`config.mk`:
```
export PLATFORM = sky130hd
export DESIGN_NAME = usb_in_ep_arbiter_flat
export DESIGN_NICKNAME = d
export VERILOG_FILES = /design/src/rtl/usb_arb_defs.sv /design/src/rtl/usb_in_ep_arbiter_if.sv /design/src/rtl/usb_rr_picker.sv /design/src/rtl/usb_in_ep_arbiter.sv /design/src/flat_wrapper.sv
export SDC_FILE = /design/constraint.sdc
export NUM_CORES = 1
export LEC_CHECK = 0
export ABC_AREA = 1
export CORE_UTILIZATION = 41
export CTS_BUF_LIST = sky130_fd_sc_hd__clkbuf_4 sky130_fd_sc_hd__clkbuf_8
export DETAILED_ROUTE_END_ITERATION = 7
export GPL_ROUTABILITY_DRIVEN = 0
export PLACE_DENSITY_LB_ADDON = 0.12
export SYNTH_ARGS = -nofsm -noshare
export SYNTH_HDL_FRONTEND = slang
export SYNTH_HIERARCHICAL = 1
export SYNTH_SLANG_ARGS = --single-unit
```
`constraint.sdc`:
```
create_clock -name clk -period 2.74 [get_ports clk]
set_input_delay 0.274 -clock clk [delete_from_list [all_inputs] [get_ports clk]]
set_output_delay 0.274 -clock clk [all_outputs]
set_load 0.005 [all_outputs]
```
`src/rtl/usb_arb_defs.sv`:
```
// Shared definitions for the USB IN endpoint buffer arbiter: FSM encodings,
// owner index width and timeout defaults.
package usb_arb_defs;

    typedef enum logic [1:0] {
        ARB_IDLE      = 2'd0,
        ARB_GRANT     = 2'd1,
        ARB_WAIT_SENT = 2'd2
    } arb_state_e;

    localparam int unsigned OWNER_W            = 3;
    localparam int unsigned BYTE_W             = 8;
    localparam int unsigned TMR_W              = 13;
    localparam int unsigned TIMEOUT_CYCLES_DEF = 4096;

endpackage

```
`src/rtl/usb_in_ep_arbiter_if.sv`:
```
// Client-side handshake and IN packet buffer port bundle for the IN endpoint arbiter.
interface usb_in_ep_arbiter_if #(
    parameter int unsigned NUM_EP = 4
);
    logic [NUM_EP-1:0]   ep_req;
    logic [NUM_EP-1:0]   ep_grant;
    logic [NUM_EP-1:0]   ep_data_put;
    logic [8*NUM_EP-1:0] ep_data;
    logic [NUM_EP-1:0]   ep_data_done;
    logic [NUM_EP-1:0]   ep_stall;
    logic                buf_data_free;
    logic                buf_pkt_sent;
    logic                buf_data_put;
    logic [7:0]          buf_data;
    logic                buf_data_done;
    logic                buf_stall;

    // Arbiter side
    modport master (
        input  ep_req, ep_data_put, ep_data, ep_data_done, ep_stall,
        input  buf_data_free, buf_pkt_sent,
        output ep_grant, buf_data_put, buf_data, buf_data_done, buf_stall
    );

    // Endpoint clients and packet buffer side
    modport slave (
        output ep_req, ep_data_put, ep_data, ep_data_done, ep_stall,
        output buf_data_free, buf_pkt_sent,
        input  ep_grant, buf_data_put, buf_data, buf_data_done, buf_stall
    );
endinterface

```
`src/rtl/usb_rr_picker.sv`:
```
// Combinational round-robin picker: first requester scanning upward from rr_ptr+1,
// wrapping at NUM_EP, with rr_ptr itself considered last.
module usb_rr_picker
    import usb_arb_defs::*;
#(
    parameter int unsigned NUM_EP = 4
) (
    input  logic [NUM_EP-1:0]  req,
    input  logic [OWNER_W-1:0] rr_ptr,
    output logic               valid_c,
    output logic [OWNER_W-1:0] winner_c
);

    function automatic logic [OWNER_W-1:0] wrap_add(input logic [OWNER_W-1:0] base,
                                                    input int unsigned off);
        int unsigned sum;
        sum = 32'(base) + off;
        if (sum >= NUM_EP) sum = sum - NUM_EP;
        return OWNER_W'(sum);
    endfunction

    logic [OWNER_W-1:0] idx;

    // Scan from farthest to nearest so the nearest requester overwrites last
    always_comb begin
        valid_c  = 1'b0;
        winner_c = '0;
        idx      = '0;
        for (int unsigned k = NUM_EP; k > 0; k--) begin
            idx = wrap_add(rr_ptr, k);
            if (req[idx]) begin
                valid_c  = 1'b1;
                winner_c = idx;
            end
        end
    end

endmodule

```
`src/rtl/usb_in_ep_arbiter.sv`:
```
// Round-robin owner lock and datapath mux sharing the USB IN packet buffer among NUM_EP clients.
// Optional hung-owner revocation is built when USB_IN_ARB_TIMEOUT_EN is defined.
module usb_in_ep_arbiter
    import usb_arb_defs::*;
#(
    parameter int unsigned NUM_EP         = 4,
    parameter int unsigned TIMEOUT_CYCLES = TIMEOUT_CYCLES_DEF
) (
    input  logic                clk,
    input  logic                reset_n,
    usb_in_ep_arbiter_if.master bus,
    output logic [OWNER_W-1:0]  buf_owner,
    output logic                busy,
    output logic                timeout_evt
);

    arb_state_e         state_q, state_d;
    logic [NUM_EP-1:0]  grant_q, grant_d;
    logic [OWNER_W-1:0] owner_q, owner_d;
    logic [OWNER_W-1:0] rr_q, rr_d;
    logic               busy_q, busy_d;
    logic               evt_q, evt_d;

    logic               pick_valid_c;
    logic [OWNER_W-1:0] pick_winner_c;
    logic               tout_hit_c;

    logic               own_req, own_put, own_done, own_stall, granted;
    logic [BYTE_W-1:0]  own_byte;

    usb_rr_picker #(.NUM_EP(NUM_EP)) u_picker (
        .req      (bus.ep_req),
        .rr_ptr   (rr_q),
        .valid_c  (pick_valid_c),
        .winner_c (pick_winner_c)
    );

    // Current owner's view of the client handshake
    always_comb begin
        own_req   = bus.ep_req[owner_q];
        own_put   = bus.ep_data_put[owner_q];
        own_done  = bus.ep_data_done[owner_q];
        own_stall = bus.ep_stall[owner_q];
        own_byte  = bus.ep_data[BYTE_W*32'(owner_q) +: BYTE_W];
        granted   = (state_q != ARB_IDLE);
    end

`ifdef USB_IN_ARB_TIMEOUT_EN
    logic [TMR_W-1:0] tmr_q, tmr_d;

    // Idle-put counter: zero outside GRANT, cleared by any owner put
    assign tout_hit_c = (state_q == ARB_GRANT) && !own_put &&
                        (tmr_q == TMR_W'(TIMEOUT_CYCLES - 1));

    always_comb begin
        tmr_d = '0;
        if ((state_q == ARB_GRANT) && !own_put && !tout_hit_c) tmr_d = tmr_q + TMR_W'(1);
    end

    always_ff @(posedge clk or negedge reset_n) begin
        if (!reset_n) tmr_q <= '0;
        else          tmr_q <= tmr_d;
    end
`else
    logic unused_timeout_cfg;

    assign tout_hit_c         = 1'b0;
    assign unused_timeout_cfg = ^32'(TIMEOUT_CYCLES);
`endif

    // Next-state: done/stall beats req-drop, req-drop beats timeout
    always_comb begin
        state_d = state_q;
        grant_d = grant_q;
        owner_d = owner_q;
        rr_d    = rr_q;
        evt_d   = 1'b0;
        case (state_q)
            ARB_IDLE: begin
                if (pick_valid_c) begin
                    state_d = ARB_GRANT;
                    grant_d = NUM_EP'(1) << pick_winner_c;
                    owner_d = pick_winner_c;
                end
            end
            ARB_GRANT: begin
                if (own_done || own_stall) begin
                    state_d = ARB_WAIT_SENT;
                end else if (!own_req) begin
                    state_d = ARB_IDLE;
                    grant_d = '0;
                    rr_d    = owner_q;
                end else if (tout_hit_c) begin
                    state_d = ARB_WAIT_SENT;
                    evt_d   = 1'b1;
                end
            end
            ARB_WAIT_SENT: begin
                if (bus.buf_pkt_sent) begin
                    state_d = ARB_IDLE;
                    grant_d = '0;
                    rr_d    = owner_q;
                end
            end
            default: begin
                state_d = ARB_IDLE;
                grant_d = '0;
            end
        endcase
        busy_d = (state_d != ARB_IDLE);
    end

    always_ff @(posedge clk or negedge reset_n) begin
        if (!reset_n) begin
            state_q <= ARB_IDLE;
            grant_q <= '0;
            owner_q <= '0;
            rr_q    <= OWNER_W'(NUM_EP - 1);
            busy_q  <= 1'b0;
            evt_q   <= 1'b0;
        end else begin
            state_q <= state_d;
            grant_q <= grant_d;
            owner_q <= owner_d;
            rr_q    <= rr_d;
            busy_q  <= busy_d;
            evt_q   <= evt_d;
        end
    end

    // Owner-only datapath; a timeout forces end-of-packet in the first WAIT_SENT cycle
    assign bus.buf_data_put  = own_put & bus.buf_data_free & (state_q == ARB_GRANT);
    assign bus.buf_data      = granted ? own_byte : '0;
    assign bus.buf_data_done = granted & (own_done | evt_q);
    assign bus.buf_stall     = granted & own_stall;

    assign bus.ep_grant = grant_q;
    assign buf_owner    = owner_q;
    assign busy         = busy_q;
    assign timeout_evt  = evt_q;

endmodule

```
`src/flat_wrapper.sv`:
```
// flat-port wrapper written by rule: the top's interface ports become plain ports
module usb_in_ep_arbiter_flat import usb_arb_defs::*;
#(
    parameter int unsigned NUM_EP         = 4,
    parameter int unsigned TIMEOUT_CYCLES = TIMEOUT_CYCLES_DEF
)
  (clk, reset_n, buf_owner, busy, timeout_evt, bus_ep_req, bus_ep_data_put, bus_ep_data, bus_ep_data_done, bus_ep_stall, bus_buf_data_free, bus_buf_pkt_sent, bus_ep_grant, bus_buf_data_put, bus_buf_data, bus_buf_data_done, bus_buf_stall);
  usb_in_ep_arbiter_if #(.NUM_EP(NUM_EP)) bus_i ();
  input  logic clk;
  input  logic reset_n;
  output logic [OWNER_W-1:0] buf_owner;
  output logic busy;
  output logic timeout_evt;
  input wire logic [$bits(bus_i.ep_req)-1:0] bus_ep_req;
  input wire logic [$bits(bus_i.ep_data_put)-1:0] bus_ep_data_put;
  input wire logic [$bits(bus_i.ep_data)-1:0] bus_ep_data;
  input wire logic [$bits(bus_i.ep_data_done)-1:0] bus_ep_data_done;
  input wire logic [$bits(bus_i.ep_stall)-1:0] bus_ep_stall;
  input wire logic [$bits(bus_i.buf_data_free)-1:0] bus_buf_data_free;
  input wire logic [$bits(bus_i.buf_pkt_sent)-1:0] bus_buf_pkt_sent;
  output wire logic [$bits(bus_i.ep_grant)-1:0] bus_ep_grant;
  output wire logic [$bits(bus_i.buf_data_put)-1:0] bus_buf_data_put;
  output wire logic [$bits(bus_i.buf_data)-1:0] bus_buf_data;
  output wire logic [$bits(bus_i.buf_data_done)-1:0] bus_buf_data_done;
  output wire logic [$bits(bus_i.buf_stall)-1:0] bus_buf_stall;
  assign bus_i.ep_req = bus_ep_req;
  assign bus_i.ep_data_put = bus_ep_data_put;
  assign bus_i.ep_data = bus_ep_data;
  assign bus_i.ep_data_done = bus_ep_data_done;
  assign bus_i.ep_stall = bus_ep_stall;
  assign bus_i.buf_data_free = bus_buf_data_free;
  assign bus_i.buf_pkt_sent = bus_buf_pkt_sent;
  assign bus_ep_grant = bus_i.ep_grant;
  assign bus_buf_data_put = bus_i.buf_data_put;
  assign bus_buf_data = bus_i.buf_data;
  assign bus_buf_data_done = bus_i.buf_data_done;
  assign bus_buf_stall = bus_i.buf_stall;
  usb_in_ep_arbiter #(.NUM_EP(NUM_EP), .TIMEOUT_CYCLES(TIMEOUT_CYCLES)) u_core (.clk(clk), .reset_n(reset_n), .bus(bus_i), .buf_owner(buf_owner), .busy(busy), .timeout_evt(timeout_evt));
endmodule
```
Word-level counts from Yosys, hierarchy flattened --
Cells that the tools add are included.
Cells by class: shifts and indexed selects 2, order comparisons 9, divide/modulo/power cells 0, equality and inequality tests 6, bitwise logic cells 4, reductions and logical operators 8, muxes and demuxes 43, add/subtract/negate cells 8, $mul 0
Operators with widths (count):
- 2-to-1 mux 3 bit | 11
- variable part select 32 x 7 -> 8 bit | 1
- binary-select mux 1 bit (select 2 bit) | 8
- >= comparator 4 x 3 -> 1 bit (second input constant) | 4
- 2-to-1 mux 4 bit | 4
- less-than comparator 3 bit (second input constant) | 5
- 2-to-1 mux 1 bit | 12
- case mux 4 bit (3 select lines) | 1
- subtractor 3 bit (second input constant) | 4
- adder 3 x 2 -> 4 bit (second input constant) | 2
- 2-to-1 mux 2 bit | 4
- 2-to-1 mux 8 bit | 1
- AND reduction 4 bit | 2
- inequality test 2 bit (second input constant) | 3
- case mux 2 bit (3 select lines) | 1
- case mux 3 bit (2 select lines) | 1
- nonzero test 2 bit | 3
- adder 3 x 1 -> 4 bit (second input constant) | 1
- adder 3 x 3 -> 4 bit (second input constant) | 1
- bitwise AND 1 bit | 4
- left shift 1 x 3 -> 4 bit (first input constant) | 1
- equality test 2 x 1 -> 1 bit (second input constant) | 1
- equality test 2 bit (second input constant) | 1
- logical NOT 2 bit | 1
- 3 further kinds | 3
Storage, ports and cells: output and inout bits 20, memory bits (read-only) 0, memories 0, word-level logic and storage cells 85, input bits 52, memory bits (writable) 0, register bits 13, bits in latches 0

Longest topological paths before layout --
word-level depth 12, depth in mapped cells 15, mapped depth without buffers 14

Hierarchy --
Netlist, hierarchy kept.
Modules (own cells, without submodules):
- usb_in_ep_arbiter | area each 1066.0 sq um, cells each 164, sequential area each 327.8 sq um, times used 1
- usb_rr_picker | area each 327.8 sq um, cells each 57, sequential area each 0.0 sq um, times used 1

Worst setup path before layout --
Ideal clock, no wire load.
kind reg2reg, start point register u_core.rr_q[0], end point register u_core.grant_q[3], in the netlist u_core/bus.ep_grant[3], data arrival time 2.133 ns, stages on the path, launching flop included 15, setup slack 0.541 ns, cell sequence dfstp_2 buf_6 inv_6 ha_1 inv_1 nand3_1 nand2_2 inv_2 o21ai_2 nand2_1 o21ai_1 inv_1 nor4_1 nand4_1 nand2_1
On the way: longest elaborated chain between the ends 12, elaborated cells between the ends (all ways) 37, those cells by class add/sub: 8; order compare: 4; eq/ne: 1; shift: 1; mux: 22; reduce/logical: 1
Ends and longest elaborated chain:
- start, declared | RTL line usb_in_ep_arbiter.sv:20 | logic [OWNER_W-1:0] rr_q, rr_d;
- start signal, assigned | RTL line usb_in_ep_arbiter.sv:118 | rr_q <= OWNER_W'(NUM_EP - 1);
- start signal, assigned | RTL line usb_in_ep_arbiter.sv:125 | rr_q <= rr_d;
- adder 3 x 3 -> 4 bit | RTL line usb_rr_picker.sv:17 | sum = 32'(base) + off;
- >= comparator 4 x 3 -> 1 bit or subtractor 3 bit (tied branches) | RTL line usb_rr_picker.sv:18 | if (sum >= NUM_EP) sum = sum - NUM_EP;
- 2-to-1 mux 3 bit | RTL line usb_rr_picker.sv:18
- binary-select mux 1 bit (select 2 bit) | RTL line usb_rr_picker.sv:31 | if (req[idx]) begin
- 2-to-1 mux 1 bit (not written as such) | RTL line usb_rr_picker.sv:31
- 2-to-1 mux 3 bit (3 in a row) | RTL line usb_rr_picker.sv:31
- 2-to-1 mux 3 bit (*) | RTL line usb_rr_picker.sv:31
- net u_core.pick_winner_c[0] | RTL line usb_in_ep_arbiter.sv:25 | logic [OWNER_W-1:0] pick_winner_c;
- left shift 1 x 3 -> 4 bit (*) | RTL line usb_in_ep_arbiter.sv:82 | grant_d = NUM_EP'(1) << pick_winner_c;
- 2-to-1 mux 4 bit (*) | RTL line usb_in_ep_arbiter.sv:80 | if (pick_valid_c) begin
- case mux 4 bit (3 select lines) (*) | RTL line usb_in_ep_arbiter.sv:78 | case (state_q)
- end signal, assigned | RTL line usb_in_ep_arbiter.sv:123 | grant_q <= grant_d;
- end, declared | RTL line usb_in_ep_arbiter.sv:18 | logic [NUM_EP-1:0] grant_q, grant_d;
The timed path passes the listed nets; every way through them passes the cells marked *. The select of a mux whose other input is x is not followed. A chain may end at the register's enable or synchronous reset.

Final worst setup path --
start point register u_core.rr_q[0], end point register u_core.grant_q[1], in the netlist u_core/bus.ep_grant[1]
The elaborated chain is that of the path after synthesis.

==> out/metrics.yaml <==
status: "finished, final reports clean"
track_usage: 0.233
post_cts_resized: 0
vias_per_cell: 4.85
dpl-instance-area_um2: 2090
irDropWorstVdd_mv: 0.591
drtIter0Drc: 99
rows: 20
ys_ff_latch: 13
yosysTopAreaCell: "dfrtp_1"
ys_top_cells_by_area: "dfrtp_1 (20%), nand2_1 (13%), nor2_1 (11%)"
netlist_instances: 221
die-width_um: 60.3
start_kind: "flop"
p_per_area_nw_per_um2: 1030
gr-total-overflow: 0
max-cap-violations: 0
hp-class: "input port to async pin"
start_util: 0.446
crit_type: "flop to flop"
ioPinCount: 72
crit_required_ns: 2.96
cts_tree: "yes"
n_antenna_cell: 0
worstRegToRegCells: 13
wl_mm: 3.83
die_area_um2: 3640
worstMarginPinSlew_ns: 0.551
grt_pass1_wl_mm: 6.48
rsz0062_at_grt: "false"
routedWlPerCell_um: 11.6
synth_enable_flop_cells: 0
dpl.hpwl_mm: 3.12
seq_area_um2: 328
multi_input_area_um2: 911
path_cells: "inv_6 > ha_1 > inv_1 > nand3_1 > nand2_2 > inv_2 > o21ai_2 > nand2_1 > o21ai_1 > inv_1 > nor4_1 > nand4_1 > nand2_1"
yosys_warnings: 6
io_buffers: 70
root_buffer: "clkbuf_4"
final.fill_count: 308
critPathMaxStageDelay_ns: 0.65
nNetsFinal: 341
p_leak_nw: 0.962
setup_slack_ns: 0.297
final_layout_size_suffix_gt1_frac: 0.140
area_growth_pct: 52.2
antenna_left: 0
final_hold_viol_count: 0
yosysMostFrequentCell: "nand2_1"
fin_worst_skew_ns: 0.00817
arrival_ns: 2.66
grt_pass1_vias: 1448
synth_nets: 275
synth-main-ff-cell: "dfrtp_1"
synth_cell_types: 34
clk_path_buf_depth: 2
netlist.area_leader.share: 0.197
critPathSlowestCell: "dfstp_2"
syn_area_um2: 1390
async_reset_ff_frac: 1.00
clk_pin_slew_worst_paths_ns: 0.08
h-tree-depth: 1
tns_ns: 0
cts_buffers: 3
timing.final.crit_share: 0.891
die-height_um: 60.3
place_ws_ns: 0.357
reg2reg_from: "u_core/rr_q[0]"
reg2reg_setup_slack_ns: 0.30
antenna_found_initial: 0
cts_setup_buffers: 0
yosys-top-cells-count: "nand2_1 (47), nor2_1 (40), o21ai_0 (18), inv_1 (13), nand3_1 (12)"
max_freq_ghz: 0.409
drcViolationCount: 0
postCtsHoldBufs: 0
fin_total_pwr_mw: 2.18
avgSynthCellArea_um2: 6.31
slew_headroom: 0.632
synth_seq_area_share: 0.235
grt_max_degree: 25
slew_viol_final: 0
min_period_ns: 2.44
clock_latency_ns: 0.27
rr_endpoint: "u_core/bus.ep_grant[1]"
vias: 1602
setup_viol: 0
cts.sinks: 13
final_area_um2: 2120
first_pass_iters: 4
design.core.area_um2: 3130
end_kind: "flop"
crit_fanout: 10
==> state kept, by name, indices dropped and copies added (netlist names) <==
signal               flops
u_core/state_q           2
u_core/bus.ep_grant      4
u_core/rr_q              3
u_core/buf_owner         3
u_core/busy              1
==> per-layer routing <==
layer | vias to the layer above | GRT usage | share of wire
li1 | 853 | - | -
met5 | - | 0 | 0
met1 | 697 | 0.304 | 0.46
met4 | 0 | 0.0299 | 0.0042
met2 | 50 | 0.402 | 0.48
met3 | 2 | 0.0498 | 0.058
==> cell type report <==
cell class	count	area share
Multi-Input combinational cell	177	0.429
Timing Repair Buffer	72	0.337
Sequential cell	13	0.154
Inverter	20	0.0389
Tap cell	44	0.0259
Clock buffer	4	0.0142
==> critical path, delay by kind of cell, from the launching register on <==
family                     cells  cell delay (ns)
AOI/OAI and AO/OA              2             0.28
adders and majority gates      1             0.33
buffers and inverters          4             0.35
DFF                            1             0.65
and+or+nand+nor                6             0.78
==> report_power, final <==
| part | switching [mW] | total [mW] | internal [mW] |
|---|---|---|---|
| Combinational | 0.934 | 1.67 | 0.733 |
| Sequential | 0.102 | 0.388 | 0.286 |
| Clock | 0.0566 | 0.123 | 0.0663 |
| Total | 1.09 | 2.18 | 1.09 |
==> cell families (layout without fill, tap and decap cells) <==
logic type	count (synthesis)	in the layout	share of synthesized area
AND/OR/NAND/NOR	136	136	0.481
other	1	1	0.00269
adder cells (fa/ha/maj)	2	2	0.0180
AO/OA/AOI/OAI	37	37	0.144
flip-flops	13	13	0.235
multiplexers	1	1	0.00808
buffers and inverters	31	96	0.111
==> layout by cell type (no fill, tap or decap), types with 2 or more instances in the layout <==
cell | Yosys | routed
nand3_2 | 7 | 7
ha_1 | 2 | 2
o21ai_0 | 18 | 18
nand2_2 | 11 | 11
nor4_1 | 4 | 4
or2_1 | 2 | 2
nand4_1 | 7 | 7
nand2_1 | 47 | 47
nand3_1 | 12 | 12
clkdlybuf4s50_1 | 0 | 70
a21oi_1 | 11 | 11
nor2_1 | 40 | 40
clkbuf_4 | 0 | 4
inv_2 | 5 | 5
dfrtp_1 | 11 | 11
o21ai_1 | 3 | 3
nand2_4 | 2 | 2
buf_4 | 1 | 2
dfstp_2 | 2 | 2
inv_1 | 13 | 13
==> worst max-delay path by stage <==
stage	from	slack, ns	cells after the start	endpoint
CTS	u_core/rr_q[0]	0.31	13	u_core/bus.ep_grant[1]
global route	u_core/rr_q[1]	0.07	13	u_core/bus.ep_grant[1]
global placement	u_core/rr_q[0]	0.43	13	u_core/bus.ep_grant[3]
finish	u_core/rr_q[0]	0.30	13	u_core/bus.ep_grant[1]
detailed placement	u_core/rr_q[0]	0.36	13	u_core/bus.ep_grant[3]
floorplan	u_core/rr_q[0]	0.54	14	u_core/bus.ep_grant[3]
==> through the flow <==
step	hold slack, ns	instances	util
global route	0.387	330	0.678
detailed placement	0.465	326	0.669
CTS	0.367	330	0.678
finish	0.354	330	0.678
global placement	0.459	326	0.669
floorplan	-0.0216	221	-
(Power assumes the default switching activity.)
